## src/rtl/pdp_fetch_decode_if.sv

```systemverilog
`timescale 1ns/1ps
`default_nettype none
// +--------------------------------------------------------------------------+
// | pdp_fetch_decode_pkg / pdp_fetch_decode_if                               |
// | Decoded-instruction types plus the bus bundle between the PDP-8 fetch/   |
// | decode unit, its instruction memory and the execution unit.              |
// |   master : fetch/decode unit (drives memory requests and decoded flags)  |
// |   slave  : memory + execution unit (drives stall, PC_value, rd_data)     |
// | Revision: 1.0 - initial release                                          |
// +--------------------------------------------------------------------------+
package pdp_fetch_decode_pkg;

  // The PDP-8 instruction word format fixes the operand address at 12 bits.
  localparam int PDP_ADDR_W = 12;

  typedef struct packed {
    logic                  and_op;
    logic                  tad;
    logic                  isz;
    logic                  dca;
    logic                  jms;
    logic                  jmp;
    logic [PDP_ADDR_W-1:0] mem_inst_addr;
  } pdp_mem_opcode_s;

  typedef struct packed {
    logic nop;
    logic iac;
    logic ral;
    logic rtl;
    logic rar;
    logic rtr;
    logic cml;
    logic cma;
    logic cia;
    logic cll;
    logic cla1;
    logic cla_cll;
    logic hlt;
    logic osr;
    logic skp;
    logic snl;
    logic szl;
    logic sza;
    logic sna;
    logic sma;
    logic spa;
    logic cla2;
  } pdp_op7_opcode_s;

endpackage

interface pdp_fetch_decode_if #(
  parameter int ADDR_WIDTH = 12,
  parameter int DATA_WIDTH = 12
);
  import pdp_fetch_decode_pkg::*;

  // execution-unit handshake
  logic                  stall;
  logic [ADDR_WIDTH-1:0] PC_value;
  // memory read port
  logic                  ifu_rd_req;
  logic [ADDR_WIDTH-1:0] ifu_rd_addr;
  logic [DATA_WIDTH-1:0] ifu_rd_data;
  // memory write port
  logic                  ifu_wr_req;
  logic [ADDR_WIDTH-1:0] ifu_wr_addr;
  logic [DATA_WIDTH-1:0] ifu_wr_data;
  // decoded instruction
  logic [ADDR_WIDTH-1:0] base_addr;
  pdp_mem_opcode_s       pdp_mem_opcode;
  pdp_op7_opcode_s       pdp_op7_opcode;
  logic                  halted;

  modport master (
    input  stall, PC_value, ifu_rd_data,
    output ifu_rd_req, ifu_rd_addr, ifu_wr_req, ifu_wr_addr, ifu_wr_data,
    output base_addr, pdp_mem_opcode, pdp_op7_opcode, halted
  );

  modport slave (
    output stall, PC_value, ifu_rd_data,
    input  ifu_rd_req, ifu_rd_addr, ifu_wr_req, ifu_wr_addr, ifu_wr_data,
    input  base_addr, pdp_mem_opcode, pdp_op7_opcode, halted
  );

endinterface
`default_nettype wire

```

## src/rtl/pdp_fetch_decode.sv

```systemverilog
`timescale 1ns/1ps
`default_nettype none
// +--------------------------------------------------------------------------+
// | pdp_fetch_decode                                                         |
// | PDP-8 instruction fetch and decode unit. Fetches the word at PC, resolves|
// | current-page / page-zero and indirect addressing, decodes it into one-hot|
// | flags and holds them until the execution unit has consumed them.         |
// | Ports:                                                                   |
// |   clk    - rising-edge clock                                             |
// |   reset  - asynchronous, active-high reset                               |
// |   bus    - pdp_fetch_decode_if.master (memory rd/wr ports, stall,        |
// |            PC_value, base_addr, decoded flags, halted)                   |
// | Build option: define AUTO_INDEX_EN for auto-index (0010-0017) support.   |
// | Revision: 1.0 - initial release                                          |
// +--------------------------------------------------------------------------+
module pdp_fetch_decode
  import pdp_fetch_decode_pkg::*;
#(
  parameter int                    ADDR_WIDTH    = 12,
  parameter int                    DATA_WIDTH    = 12,
  parameter logic [ADDR_WIDTH-1:0] START_ADDRESS = 12'o0200
) (
  input  wire logic             clk,
  input  wire logic             reset,
  pdp_fetch_decode_if.master    bus
);

  localparam logic [DATA_WIDTH-1:0] HLT_CODE = 12'o7402;

  typedef enum logic [3:0] {
    IDLE      = 4'd0,
    FETCH_REQ = 4'd1,
    FETCH_RCV = 4'd2,
    DECODE    = 4'd3,
    IND_REQ   = 4'd4,
    IND_RCV   = 4'd5,
    AUTOINC   = 4'd6,
    ISSUE     = 4'd7,
    WAIT_EXEC = 4'd8,
    HALT      = 4'd9
  } state_t;

  state_t                state;
  logic [ADDR_WIDTH-1:0] pc;
  logic [DATA_WIDTH-1:0] ir;
  logic                  hlt_pending;
  logic                  rd_req;
  logic [ADDR_WIDTH-1:0] rd_addr;
  logic [ADDR_WIDTH-1:0] base_addr;
  pdp_mem_opcode_s       mem_op;
  pdp_op7_opcode_s       op7;
  logic                  halted;

  logic [ADDR_WIDTH-1:0] ea_dir;
  logic [ADDR_WIDTH-1:0] ptr;

  // Direct effective address: IR[7] selects the current page, else page zero.
  assign ea_dir = ir[7] ? {pc[ADDR_WIDTH-1:7], ir[6:0]}
                        : {{(ADDR_WIDTH-7){1'b0}}, ir[6:0]};
  assign ptr    = bus.ifu_rd_data[ADDR_WIDTH-1:0];

  function automatic pdp_mem_opcode_s dec_mem(input logic [2:0] op,
                                              input logic [ADDR_WIDTH-1:0] addr);
    pdp_mem_opcode_s m;
    m = '0;
    case (op)
      3'd0:    m.and_op = 1'b1;
      3'd1:    m.tad    = 1'b1;
      3'd2:    m.isz    = 1'b1;
      3'd3:    m.dca    = 1'b1;
      3'd4:    m.jms    = 1'b1;
      default: m.jmp    = 1'b1;
    endcase
    m.mem_inst_addr = addr;
    return m;
  endfunction

  // Opcodes 6 (IOT) and 7 share this path; anything without an exact match,
  // including every IOT, decodes as NOP.
  function automatic pdp_op7_opcode_s dec_op7(input logic [DATA_WIDTH-1:0] w);
    pdp_op7_opcode_s o;
    o = '0;
    case (w)
      12'o7001: o.iac     = 1'b1;
      12'o7004: o.ral     = 1'b1;
      12'o7006: o.rtl     = 1'b1;
      12'o7010: o.rar     = 1'b1;
      12'o7012: o.rtr     = 1'b1;
      12'o7020: o.cml     = 1'b1;
      12'o7040: o.cma     = 1'b1;
      12'o7041: o.cia     = 1'b1;
      12'o7100: o.cll     = 1'b1;
      12'o7200: o.cla1    = 1'b1;
      12'o7300: o.cla_cll = 1'b1;
      12'o7402: o.hlt     = 1'b1;
      12'o7404: o.osr     = 1'b1;
      12'o7410: o.skp     = 1'b1;
      12'o7420: o.snl     = 1'b1;
      12'o7430: o.szl     = 1'b1;
      12'o7440: o.sza     = 1'b1;
      12'o7450: o.sna     = 1'b1;
      12'o7500: o.sma     = 1'b1;
      12'o7510: o.spa     = 1'b1;
      12'o7600: o.cla2    = 1'b1;
      default:  o.nop     = 1'b1;
    endcase
    return o;
  endfunction

`ifdef AUTO_INDEX_EN
  logic                  wr_req;
  logic [ADDR_WIDTH-1:0] wr_addr;
  logic [DATA_WIDTH-1:0] wr_data;
  logic                  auto_loc;

  // Indirect through 0010-0017: the pointer address still sits on rd_addr.
  assign auto_loc = (rd_addr[ADDR_WIDTH-1:3] == (ADDR_WIDTH-3)'(1));
`endif

  always_ff @(posedge clk or posedge reset) begin
    if (reset) begin
      state       <= IDLE;
      pc          <= START_ADDRESS;
      ir          <= '0;
      hlt_pending <= 1'b0;
      rd_req      <= 1'b0;
      rd_addr     <= '0;
      base_addr   <= '0;
      mem_op      <= '0;
      op7         <= '0;
      halted      <= 1'b0;
`ifdef AUTO_INDEX_EN
      wr_req      <= 1'b0;
      wr_addr     <= '0;
      wr_data     <= '0;
`endif
    end else begin
      case (state)
        IDLE: begin
          rd_req  <= 1'b1;
          rd_addr <= pc;
          state   <= FETCH_REQ;
        end
        FETCH_REQ: begin
          rd_req <= 1'b0;
          state  <= FETCH_RCV;
        end
        FETCH_RCV: begin
          ir    <= bus.ifu_rd_data;
          state <= DECODE;
        end
        DECODE: begin
          base_addr   <= pc;
          hlt_pending <= (ir == HLT_CODE);
          if (ir[11:9] < 3'd6) begin
            if (ir[8]) begin
              rd_req  <= 1'b1;
              rd_addr <= ea_dir;
              state   <= IND_REQ;
            end else begin
              mem_op <= dec_mem(ir[11:9], ea_dir);
              state  <= ISSUE;
            end
          end else begin
            op7   <= dec_op7(ir);
            state <= ISSUE;
          end
        end
        IND_REQ: begin
          rd_req <= 1'b0;
          state  <= IND_RCV;
        end
        IND_RCV: begin
`ifdef AUTO_INDEX_EN
          if (auto_loc) begin
            wr_req  <= 1'b1;
            wr_addr <= rd_addr;
            wr_data <= bus.ifu_rd_data + DATA_WIDTH'(1);
            state   <= AUTOINC;
          end else
`endif
          begin
            mem_op <= dec_mem(ir[11:9], ptr);
            state  <= ISSUE;
          end
        end
`ifdef AUTO_INDEX_EN
        AUTOINC: begin
          // The incremented pointer being written back is the effective address.
          wr_req <= 1'b0;
          mem_op <= dec_mem(ir[11:9], wr_data[ADDR_WIDTH-1:0]);
          state  <= ISSUE;
        end
`endif
        ISSUE: begin
          if (bus.stall) begin
            state <= WAIT_EXEC;
          end
        end
        WAIT_EXEC: begin
          if (!bus.stall) begin
            pc     <= bus.PC_value;
            mem_op <= '0;
            op7    <= '0;
            if (hlt_pending) begin
              halted <= 1'b1;
              state  <= HALT;
            end else begin
              rd_req  <= 1'b1;
              rd_addr <= bus.PC_value;
              state   <= FETCH_REQ;
            end
          end
        end
        HALT: begin
          state <= HALT;
        end
        default: begin
          state <= IDLE;
        end
      endcase
    end
  end

  assign bus.ifu_rd_req     = rd_req;
  assign bus.ifu_rd_addr    = rd_addr;
  assign bus.base_addr      = base_addr;
  assign bus.pdp_mem_opcode = mem_op;
  assign bus.pdp_op7_opcode = op7;
  assign bus.halted         = halted;

`ifdef AUTO_INDEX_EN
  assign bus.ifu_wr_req  = wr_req;
  assign bus.ifu_wr_addr = wr_addr;
  assign bus.ifu_wr_data = wr_data;
`else
  assign bus.ifu_wr_req  = 1'b0;
  assign bus.ifu_wr_addr = '0;
  assign bus.ifu_wr_data = '0;
`endif

endmodule
`default_nettype wire
```

## src/flat_wrapper.sv

```systemverilog
// flat-port wrapper written by rule: the top's interface ports become plain ports
module pdp_fetch_decode_flat import pdp_fetch_decode_pkg::*;
#(
  parameter int                    ADDR_WIDTH    = 12,
  parameter int                    DATA_WIDTH    = 12,
  parameter logic [ADDR_WIDTH-1:0] START_ADDRESS = 12'o0200
)
  (clk, reset, bus_stall, bus_PC_value, bus_ifu_rd_data, bus_ifu_rd_req, bus_ifu_rd_addr, bus_ifu_wr_req, bus_ifu_wr_addr, bus_ifu_wr_data, bus_base_addr, bus_pdp_mem_opcode, bus_pdp_op7_opcode, bus_halted);
  pdp_fetch_decode_if #(.ADDR_WIDTH(ADDR_WIDTH), .DATA_WIDTH(DATA_WIDTH)) bus_i ();
  input  wire logic clk;
  input  wire logic reset;
  input wire logic [$bits(bus_i.stall)-1:0] bus_stall;
  input wire logic [$bits(bus_i.PC_value)-1:0] bus_PC_value;
  input wire logic [$bits(bus_i.ifu_rd_data)-1:0] bus_ifu_rd_data;
  output wire logic [$bits(bus_i.ifu_rd_req)-1:0] bus_ifu_rd_req;
  output wire logic [$bits(bus_i.ifu_rd_addr)-1:0] bus_ifu_rd_addr;
  output wire logic [$bits(bus_i.ifu_wr_req)-1:0] bus_ifu_wr_req;
  output wire logic [$bits(bus_i.ifu_wr_addr)-1:0] bus_ifu_wr_addr;
  output wire logic [$bits(bus_i.ifu_wr_data)-1:0] bus_ifu_wr_data;
  output wire logic [$bits(bus_i.base_addr)-1:0] bus_base_addr;
  output wire logic [$bits(bus_i.pdp_mem_opcode)-1:0] bus_pdp_mem_opcode;
  output wire logic [$bits(bus_i.pdp_op7_opcode)-1:0] bus_pdp_op7_opcode;
  output wire logic [$bits(bus_i.halted)-1:0] bus_halted;
  assign bus_i.stall = bus_stall;
  assign bus_i.PC_value = bus_PC_value;
  assign bus_i.ifu_rd_data = bus_ifu_rd_data;
  assign bus_ifu_rd_req = bus_i.ifu_rd_req;
  assign bus_ifu_rd_addr = bus_i.ifu_rd_addr;
  assign bus_ifu_wr_req = bus_i.ifu_wr_req;
  assign bus_ifu_wr_addr = bus_i.ifu_wr_addr;
  assign bus_ifu_wr_data = bus_i.ifu_wr_data;
  assign bus_base_addr = bus_i.base_addr;
  assign bus_pdp_mem_opcode = bus_i.pdp_mem_opcode;
  assign bus_pdp_op7_opcode = bus_i.pdp_op7_opcode;
  assign bus_halted = bus_i.halted;
  pdp_fetch_decode #(.ADDR_WIDTH(ADDR_WIDTH), .DATA_WIDTH(DATA_WIDTH), .START_ADDRESS(START_ADDRESS)) u_core (.clk(clk), .reset(reset), .bus(bus_i));
endmodule
```

## config.mk

```make
export PLATFORM = sky130hd
export DESIGN_NAME = pdp_fetch_decode_flat
export DESIGN_NICKNAME = d
export VERILOG_FILES = /design/src/rtl/pdp_fetch_decode_if.sv /design/src/rtl/pdp_fetch_decode.sv /design/src/flat_wrapper.sv
export SDC_FILE = /design/constraint.sdc
export NUM_CORES = 1
export LEC_CHECK = 0
export ABC_AREA = 1
export CAP_MARGIN = 10
export CORE_AREA = 2 2 106 108
export DETAILED_ROUTE_END_ITERATION = 8
export DIE_AREA = 0 0 108 110
export HOLD_SLACK_MARGIN = 0.08
export PLACE_DENSITY_LB_ADDON = 0.1
export SLEW_MARGIN = 40
export SYNTH_ARGS = -nofsm -noshare
export SYNTH_HDL_FRONTEND = slang
export SYNTH_SLANG_ARGS = --single-unit
```

## constraint.sdc

```tcl
create_clock -name clk -period 3 [get_ports clk]
set_input_delay 0.6 -clock clk [delete_from_list [all_inputs] [get_ports clk]]
set_output_delay 0.6 -clock clk [all_outputs]
set_load 0.1 [all_outputs]
```

==> flow_summary.toml, run 1 <==
[setup_path]
timing.critical_path.buf_inv = 2
path_class = "flip-flop to flip-flop"
critPathRequiredTime_ns = 3.25
crit_slowest_cell = "dfrtp_1"
critical_path.cell_chain = "nor2_1 -> inv_2 -> nor2_4 -> nand2_2 -> nand3_4 -> inv_2 -> nand2_1 -> nand2_1"
max_stage_delay_ns = 0.43
rrSetupSlack_ns = 0.81
crit_family = "simple AND/OR/NAND/NOR gates"
setup.worst_path.start_class = "flip-flop"
worstPathMaxFanout = 25
arrival_ns = 2.43
cp-end-kind = "flip-flop"

[route]
antenna_left = 0
vias = 4001
drt_wl_total_mm = 11.8
drc = 0
wire_per_inst_um = 14.9
drt_iter0_drc = 284
first_pass_iters = 5
routed_via_density = 5.03

[synth]
yosys_register_bits = 95
synth_cells = 565
async_flop_share_pct = 100
synth_top_area_share_pct = 51.2
synth-edff-count = 0
synth_area_mm2 = 0.00459
avgSynthCellArea_um2 = 8.13
yosys.area.top_type = "dfrtp_1"
yosysWarnings = 0
synth.most_common_cell = "nand2_1"
synth-main-ff-cell = "dfrtp_1"
yosys-top-cells-count = "nand2_1, dfrtp_1, inv_1, o21ai_0, nor2_1"
synth_cell_types = 28
synth.area.top_cells = "dfrtp_1, nand2_1, buf_4, o21ai_0, inv_1"
ys_seq_area_share_pct = 51.8

[global_route]
grt_pass1_vias = 3673
antenna_found_initial = 0
gr-total-overflow = 0
grt_usage_pct = 20.5
grt_pass1_wl_mm = 18.9
grt_max_degree = 96

[clocking]
ctsHoldBuffers = 0
path_clk_slew_ns = 0.10
cts_resized = 0
clk_latency_ns = 0.37
clock_sinks = 95
root_buffer = "clkbuf_8"
cts_setup_buffers = 0
cts_made_buffers = 9
htree_levels = 3
cts_buffer_depth = 2
cts_tree = "done"

[cells_and_area]
drive_gt1_share_pct = 16.8
antenna_cells = 0
area_growth_pct = 22.0
fillerInstances = 1042
layout.nets = 677

[placed_design]
gp_congestion = 0.818
dp_hpwl_mm = 8.51
port_buffers = 92

[sta]
tns_ns = 0
final_hold_viol_count = 0
worst_pin_slew_ns = 0.682
setup_viol = 0
slew_violations = 0
min_period_ns = 2.19
relSlewSlack_pct = 54.4
rsz0062_at_grt = "false"
period_share_pct = 72.8
fmax_mhz = 458
clock_skew_ns = 0.0163

[die]
core_area_mm2 = 0.0107
dieArea_mm2 = 0.0119
die-height_um = 110
std_cell_rows = 38
die_w_um = 108
start_util_pct = 42.9
io_pins = 118

[status]
status = "complete, no violations"

[worst_hold_path]
hold_class = "flip-flop to flip-flop"

[run]
drv_cap = 0
## layout make-up
cell class                      count  area (um2)  area share, %
Tap cell                          140         175           3.13
Inverter                           51         195           3.48
Clock inverter                      6         115           2.05
Timing Repair Buffer               95         791           14.1
Sequential cell                    95        2380           42.4
Multi-Input combinational cell    398        1820           32.5
Clock buffer                       10         128           2.28
## path summary, 6_finish.rpt
path,cells after the start,start,end
max,8,u_core.state[3],u_core.bus.pdp_mem_opcode[4]
min,2,u_core.bus.base_addr[6],u_core.bus.base_addr[6]
max in group asynchronous,3,reset,u_core.pc[7]
max reg2reg,8,u_core.state[3],u_core.bus.pdp_mem_opcode[4]
min reg2reg,2,u_core.bus.base_addr[6],u_core.bus.base_addr[6]
min in group asynchronous,3,reset,u_core.bus.pdp_op7_opcode[17]
## state kept, by name (all words and copies together) (netlist names)
register / count
u_core.bus.pdp_op7_opcode: 22
u_core.bus.base_addr: 12
u_core.bus.halted: 1
u_core.bus.pdp_mem_opcode: 18
u_core.ir: 12
u_core.pc: 12
u_core.hlt_pending: 1
u_core.state: 4
u_core.bus.ifu_rd_req: 1
u_core.bus.ifu_rd_addr: 12
## cell usage in the layout, fill, tap and decap left out, types with 6 or more instances in the layout
master,instances
o22ai_1,15
nor2_2,6
nand4_1,6
buf_4,68
nor2_1,35
o21ai_1,19
inv_1,43
conb_1,25
nand3_1,32
nand2_1,186
a21oi_1,10
clkdlybuf4s50_1,26
a32o_1,6
inv_2,7
o21ai_0,40
clkbuf_8,9
dfrtp_1,94
## per-layer routing
metal / track usage, % / share of wire [%]
met5: 0 / 0
met4: 7.51 / 1.2
met3: 2.94 / 5.8
met2: 30.6 / 45
met1: 30.4 / 48
## worst reg2reg max path, delay by kind of cell (launching register included)
kind,cells,cell delay (ns)
AND/OR/NAND/NOR,6,1.39
buffers and inverters,2,0.26
flip-flops,1,0.43
## cells by family (layout without fill, tap and decap cells)
family | after synthesis | count (layout) | synth area share [%]
other cells | 1 | 25 | 0.0816
flops | 95 | 95 | 51.8
buf+inv | 96 | 162 | 10.5
compound gates | 99 | 99 | 12.7
simple gates | 274 | 274 | 25.0
## metrics by stage
step	utilization (%)	instances	hold WS [ns]	worst slack (ns)	area [um2]
2_1_floorplan	-	589	0.453	1.28	4690
3_3_place_gp	50.1	779	0.463	0.886	5360
3_5_place_dp	50.1	779	0.466	0.822	5360
4_1_cts	52.4	795	0.493	0.800	5600
5_1_grt	52.4	795	0.513	0.584	5600
6_report	52.4	795	0.487	0.815	5600
Power of run 1 is not shown: default switching activity piles up to over one toggle a cycle in this logic, so the estimate is an artifact.
==> run 2, diff against run 1 <==
==> constraint.sdc (replaced) <==
create_clock -name clk -period 1.9 [get_ports clk]
set_input_delay 0.38 -clock clk [delete_from_list [all_inputs] [get_ports clk]]
set_output_delay 0.38 -clock clk [all_outputs]
set_load 0.1 [all_outputs]
==> run 2 against run 1 <==
Net effect: global-route usage rose by 1.0 points; sequential share of layout area fell by 6.1 points; count of clock-buffer cells in the layout rose by 2; clock skew fell by 0.0041 ns; design area rose by 17%; largest cell class unchanged.
==> flow_summary.toml, run 2 (same netlist as run 1, synthesis figures left out) <==
[cells_and_area]
utilization_pct = 61.2
postLayoutCellArea_mm2 = 0.00654
mostFrequentLayoutCells = "nand2_1, dfrtp_1, buf_12, inv_1, o21ai_0"
drive_gt1_share_pct = 19.3
area_growth_pct = 42.4
largest_reg_flops = 22
regArea_mm2 = 0.00238
antenna_cells = 0
final_common_cell = "nand2_1"
fillerInstances = 944
layout.nets = 697
multiInputGateArea_mm2 = 0.00183

[die]
die_w_um = 108
core_area_mm2 = 0.0107
io_pins = 118
die-height_um = 110
std_cell_rows = 38
dieArea_mm2 = 0.0119
start_util_pct = 42.9

[sta]
holdWs_ns = 0.497
min_period_ns = 1.71
rsz0062_at_grt = "false"
final_hold_viol_count = 0
slew_violations = 0
fmax_mhz = 586
period_share_pct = 89.8
clock_skew_ns = 0.0121
tns_ns = 0
setup_viol = 0

[route]
antenna_left = 0
routed_via_density = 5.03
vias = 4099
drt_iter0_drc = 259
wire_per_inst_um = 14.7
first_pass_iters = 6
drc = 0
drt_wl_total_mm = 12.0

[setup_path]
setup.worst_path.start_class = "flip-flop"
worstPathMaxFanout = 8
critPathRequiredTime_ns = 2.16
path_class = "flip-flop to flip-flop"
arrival_ns = 1.97
r2r.worst_path.cells = 8
cp-end-kind = "flip-flop"

[clocking]
path_clk_slew_ns = 0.09
cts_tree = "done"
cts_buffer_depth = 2
ctsHoldBuffers = 0
htree_levels = 3
clk_latency_ns = 0.37
cts_made_buffers = 9
root_buffer = "clkbuf_8"
clock_sinks = 95

[placed_design]
place_area_mm2 = 0.00631
port_buffers = 92
gp_congestion = 0.895
dp_hpwl_mm = 8.85

[status]
status = "complete, no violations"

[global_route]
grt_usage_pct = 21.5
grt_pass1_vias = 3971
gr-total-overflow = 0
grt_pass1_wl_mm = 19.9
grt_max_degree = 96
antenna_found_initial = 0

[worst_hold_path]
hold_class = "primary input to asynchronous set/reset pin"

[run]
drv_cap = 0
## run 2: cell count changes in the layout (fill, tap and decap cells not counted), sizes merged
cell	change
buf	+20
clkinv	+2
clkbuf	+2
bufinv	-2
inv	-2
## run 2: final cells by class
type                    instances  share of cell area [%]
flip-flops and latches         95                    36.4
multi-input cells             398                    28.0
repair buffers                115                    27.0
inverters                      51                    3.02
well taps                     140                    2.68
clock buffers                  12                    2.22
clock inverters                 4                   0.727
## run 2: through the flow
stage	setup slack (ns)	cells
2_1_floorplan	0.390	589
6_report	0.194	815
4_1_cts	0.117	812
5_1_grt	0.0350	815
3_5_place_dp	0.0769	796
3_3_place_gp	0.120	796
## run 2: worst max-delay path, stage by stage (launching register included)
cell and delay, ns:
dfrtp_1 0.44, nor2_1 0.28, nand3_2 0.24, nand2_1 0.14, inv_1 0.14, nand2_1 0.09, o21ai_0 0.07, a21oi_1 0.13
o21ai_1 0.07
## run 2: repair_timing
action	in CTS	in global routing
buffers inserted	0	3
resized for setup	0	3
endpoints found under the setup margin	0	13
## run 2: routing by layer
| metal | up-vias | global-route usage [%] | routed length (um) |
|---|---|---|---|
| met5 | - | 0 | 0 |
| met1 | 1934 | 30.7 | 5530 |
| met3 | 22 | 3.88 | 699 |
| met2 | 151 | 33.0 | 5500 |
| met4 | 0 | 7.78 | 246 |
| li1 | 1992 | - | - |
## run 2: path summary, 6_finish.rpt
| check | start | to | slack (ns) |
|---|---|---|---|
| min in group clk | u_core.bus.base_addr[2] | u_core.bus.base_addr[2] | 0.50 |
| worst min register to register | u_core.bus.base_addr[2] | u_core.bus.base_addr[2] | 0.50 |
| worst max-delay path | u_core.state[3] | u_core.bus.ifu_rd_addr[6] | 0.19 |
| worst min-delay path | reset | u_core.bus.pdp_op7_opcode[11] | 0.50 |
| max in group asynchronous | reset | u_core.pc[7] | 1.01 |
| worst max register to register | u_core.state[3] | u_core.bus.ifu_rd_addr[6] | 0.19 |
Power of run 2 is left out for the same reason.
==> run 3, diff against run 2 <==
--- a/config.mk
+++ b/config.mk
@@ -10,7 +10,7 @@
 export CORE_AREA = 2 2 106 108
 export DETAILED_ROUTE_END_ITERATION = 8
 export DIE_AREA = 0 0 108 110
-export HOLD_SLACK_MARGIN = 0.08
+export HOLD_SLACK_MARGIN = 0.03
 export PLACE_DENSITY_LB_ADDON = 0.1
 export SLEW_MARGIN = 40
 export SYNTH_ARGS = -nofsm -noshare
==> results of run 3 <==
Final layout, timing and power as in run 2 (identical DEF).
Power of run 3 is left out for the same reason.
==> RTL edit, RTL diff (settings of run 2) <==
`DATA_WIDTH` is set to 12 in 3 places; all go to 18.
--- a/src/rtl/pdp_fetch_decode_if.sv
+++ b/src/rtl/pdp_fetch_decode_if.sv
@@ -52,7 +52,7 @@
 
 interface pdp_fetch_decode_if #(
   parameter int ADDR_WIDTH = 12,
-  parameter int DATA_WIDTH = 12
+  parameter int DATA_WIDTH = 18
 );
   import pdp_fetch_decode_pkg::*;
 
--- a/src/rtl/pdp_fetch_decode.sv
+++ b/src/rtl/pdp_fetch_decode.sv
@@ -17,7 +17,7 @@
   import pdp_fetch_decode_pkg::*;
 #(
   parameter int                    ADDR_WIDTH    = 12,
-  parameter int                    DATA_WIDTH    = 12,
+  parameter int                    DATA_WIDTH    = 18,
   parameter logic [ADDR_WIDTH-1:0] START_ADDRESS = 12'o0200
 ) (
   input  wire logic             clk,
--- a/src/flat_wrapper.sv
+++ b/src/flat_wrapper.sv
@@ -2,7 +2,7 @@
 module pdp_fetch_decode_flat import pdp_fetch_decode_pkg::*;
 #(
   parameter int                    ADDR_WIDTH    = 12,
-  parameter int                    DATA_WIDTH    = 12,
+  parameter int                    DATA_WIDTH    = 18,
   parameter logic [ADDR_WIDTH-1:0] START_ADDRESS = 12'o0200
 )
   (clk, reset, bus_stall, bus_PC_value, bus_ifu_rd_data, bus_ifu_rd_req, bus_ifu_rd_addr, bus_ifu_wr_req, bus_ifu_wr_addr, bus_ifu_wr_data, bus_base_addr, bus_pdp_mem_opcode, bus_pdp_op7_opcode, bus_halted);
Interface: changed (resized bus_ifu_rd_data and bus_ifu_wr_data); port bits go from 118 to 130. The function was not compared with the original's and may differ.
==> RTL edit against run 2 <==
- area after synthesis is 8.0% higher
- design area is 6.7% higher
- sequential cell count is 6 higher
- worst setup slack worse by 0.070 ns
- utilization is 4.1 points higher
- wire length is 12% higher
- sequential share of layout area is 0.12 points lower
- clock skew is 0.0033 ns higher
- critical path type unchanged
==> RTL edit: results (changes against run 2) <==
Global route
  • Antenna violations before repair: 0 (unchanged)
  • Largest net degree at the start of global routing: 26 (was 96)
  • Global-route wire length before repair: 21800 um (was 19900 um)
  • Gr usage total: 23.9% (was 21.5%)
  • Vias in the first global route: 4273 (was 3971)

Setup path
  • Largest stage delay on the critical path: 0.44 ns (about the same)
  • Crit-path max FO: 22 (was 8)
  • Crit path max-delay cell type: dfrtp_1 (unchanged)
  • Crit path arrival time: 2.03 ns (was 1.97 ns)
  • Worst path top cell family by delay: simple AND/OR/NAND/NOR gates (unchanged)

Route
  • Avg WL per Cell: 15.5 um (was 14.7 um)
  • Mean number of vias per cell: 5.03 (about the same)
  • Top sig layer: met4 (unchanged)
  • First-pass detailed-route iteration total: 5 (was 6)
  • Wl on met1: 6070 um (was 5530 um)
  • Number of DRC markers in iteration 0: 259 (unchanged)
  • Metal3 WL: 787 um (was 699 um)
  • Routed wl met2: 6320 um (was 5500 um)

Status
  • Outcome: finished, final reports clean (unchanged)

Synthesis
  • Yosys cell types: 35 (was 28)
  • Seq/Total Area, Yosys: 51.0% (was 51.8%)
  • Post-synthesis xor/xnor area fraction: 0% (unchanged)
  • Area leader, netlist: dfrtp_1 (unchanged)
  • Synth area leaders: dfrtp_1 (50%), nand2_1 (15%), o21ai_0 (5.4%) (was dfrtp_1 (51%), nand2_1 (15%), buf_4 (4.6%))
  • Adder-cell area share of the yosys netlist: 0% (unchanged)
  • Main combinational cell family by area after synthesis: simple AND/OR/NAND/NOR gates (unchanged)
  • Avg Cell Area, Syn: 8.16 um^2 (was 8.13 um^2)
  • Synth Warn #: 0 (unchanged)
  • Synth Area in Compound Gates: 11.8% (was 12.7%)
  • Post-synth ARST share: 100% (unchanged)
  • Mux share of post-synthesis cell area: 1.36% (was 0%)
  • Top cells by instance count after synthesis: nand2_1 (192), dfrtp_1 (100), inv_1 (54), o21ai_0 (54), nor2_1 (49) (was nand2_1 (186), dfrtp_1 (94), inv_1 (44))

Power and ir drop
  • Static Leak: roughly 3.4 nW
  • Max VDD drop: between 1 and 1.5 mV

Min path
  • Hold Path Class: in2async (unchanged)

CTS
  • TritonCTS Buffers: 9 (unchanged)
  • Clk buf depth: 2 (unchanged)
  • Clk root buf: clkbuf_8 (unchanged)
  • Register clock-pin slew on the reported worst setup and hold paths: 0.11 ns (was 0.09 ns)
  • Worst skew pair latency: 0.37 ns (about the same)
  • Depth of the CTS H-tree: 3 (unchanged)

Place
  • Cells after DPL: 847 (was 796)
  • DP Area: 0.00678 mm^2 (was 0.00631 mm^2)
  • HPWL after detailed placement: 10400 um (was 8850 um)
  • Routability cong.: 0.922 (was 0.895)
  • PortBufs: 98 (was 92)
  • Worst slack, placed: 0.0850 ns (was 0.0769 ns)

Final layout
  • Final std cells w/o fill: 864 (was 815)
  • Nets: 752 (was 697)
  • Antenna fix cells: 0 (unchanged)
  • Max reg flops: 22 (unchanged)
  • Share of cells above drive strength 1: 18.2% (was 19.3%)
  • Filler Cells Inserted: 928 (was 944)

STA
  • Clock Skew: 0.0154 ns (was 0.0121 ns)
  • Final hold violations: 0 (unchanged)
-- RTL edit: power by group --
part	internal (mW)	leakage [nW]	switching [mW]
logic	2.81	2.01	5.70
registers	2.96	1.32	0.908
clock network	0.501	0.0894	0.803
-- RTL edit: worst paths after layout --
path                                       from                            to  slack, ns  cells past startpoint
worst max-delay path            u_core.state[3]  u_core.bus.pdp_op7_opcode[2]       0.12                      7
worst min-delay path                      reset                 u_core.ir[14]       0.37                      2
worst max register to register  u_core.state[3]  u_core.bus.pdp_op7_opcode[2]       0.12                      7
worst min register to register     u_core.pc[2]       u_core.bus.base_addr[2]       0.52                      2
max in group asynchronous                 reset                  u_core.pc[7]       0.97                      3
min in group clk                   u_core.pc[2]       u_core.bus.base_addr[2]       0.52                      2
-- RTL edit: per-layer routing --
layer | up-vias | global-route usage (%)
met5 | - | 0
met4 | 0 | 6.50
met3 | 13 | 4.35
met2 | 142 | 38.5
met1 | 2087 | 33.4
li1 | 2104 | -
-- RTL edit: cell type report --
| class | instances | area (um^2) | area share [%] |
|---|---|---|---|
| Multi-Input combinational cell | 425 | 1970 | 28.3 |
| Tap cell | 140 | 175 | 2.51 |
| Inverter | 61 | 244 | 3.50 |
| Timing Repair Buffer | 120 | 1870 | 26.8 |
| Timing Repair inverter | 1 | 5.00 | 0.0717 |
| Clock inverter | 6 | 53.8 | 0.771 |
| Clock buffer | 10 | 128 | 1.83 |
| Sequential cell | 101 | 2530 | 36.2 |
-- RTL edit: cell families (layout without fill, tap and decap cells) --
kind of cell	Yosys count	after routing
other	1	31
muxes	6	6
buffers and inverters	112	198
AOI/OAI and AO/OA	101	101
DFF	101	101
and+or+nand+nor	287	287
-- RTL edit: what timing repair did --
action,CTS,global route
setup buffers,0,0
resized for setup,0,3
setup endpoints to repair,0,6
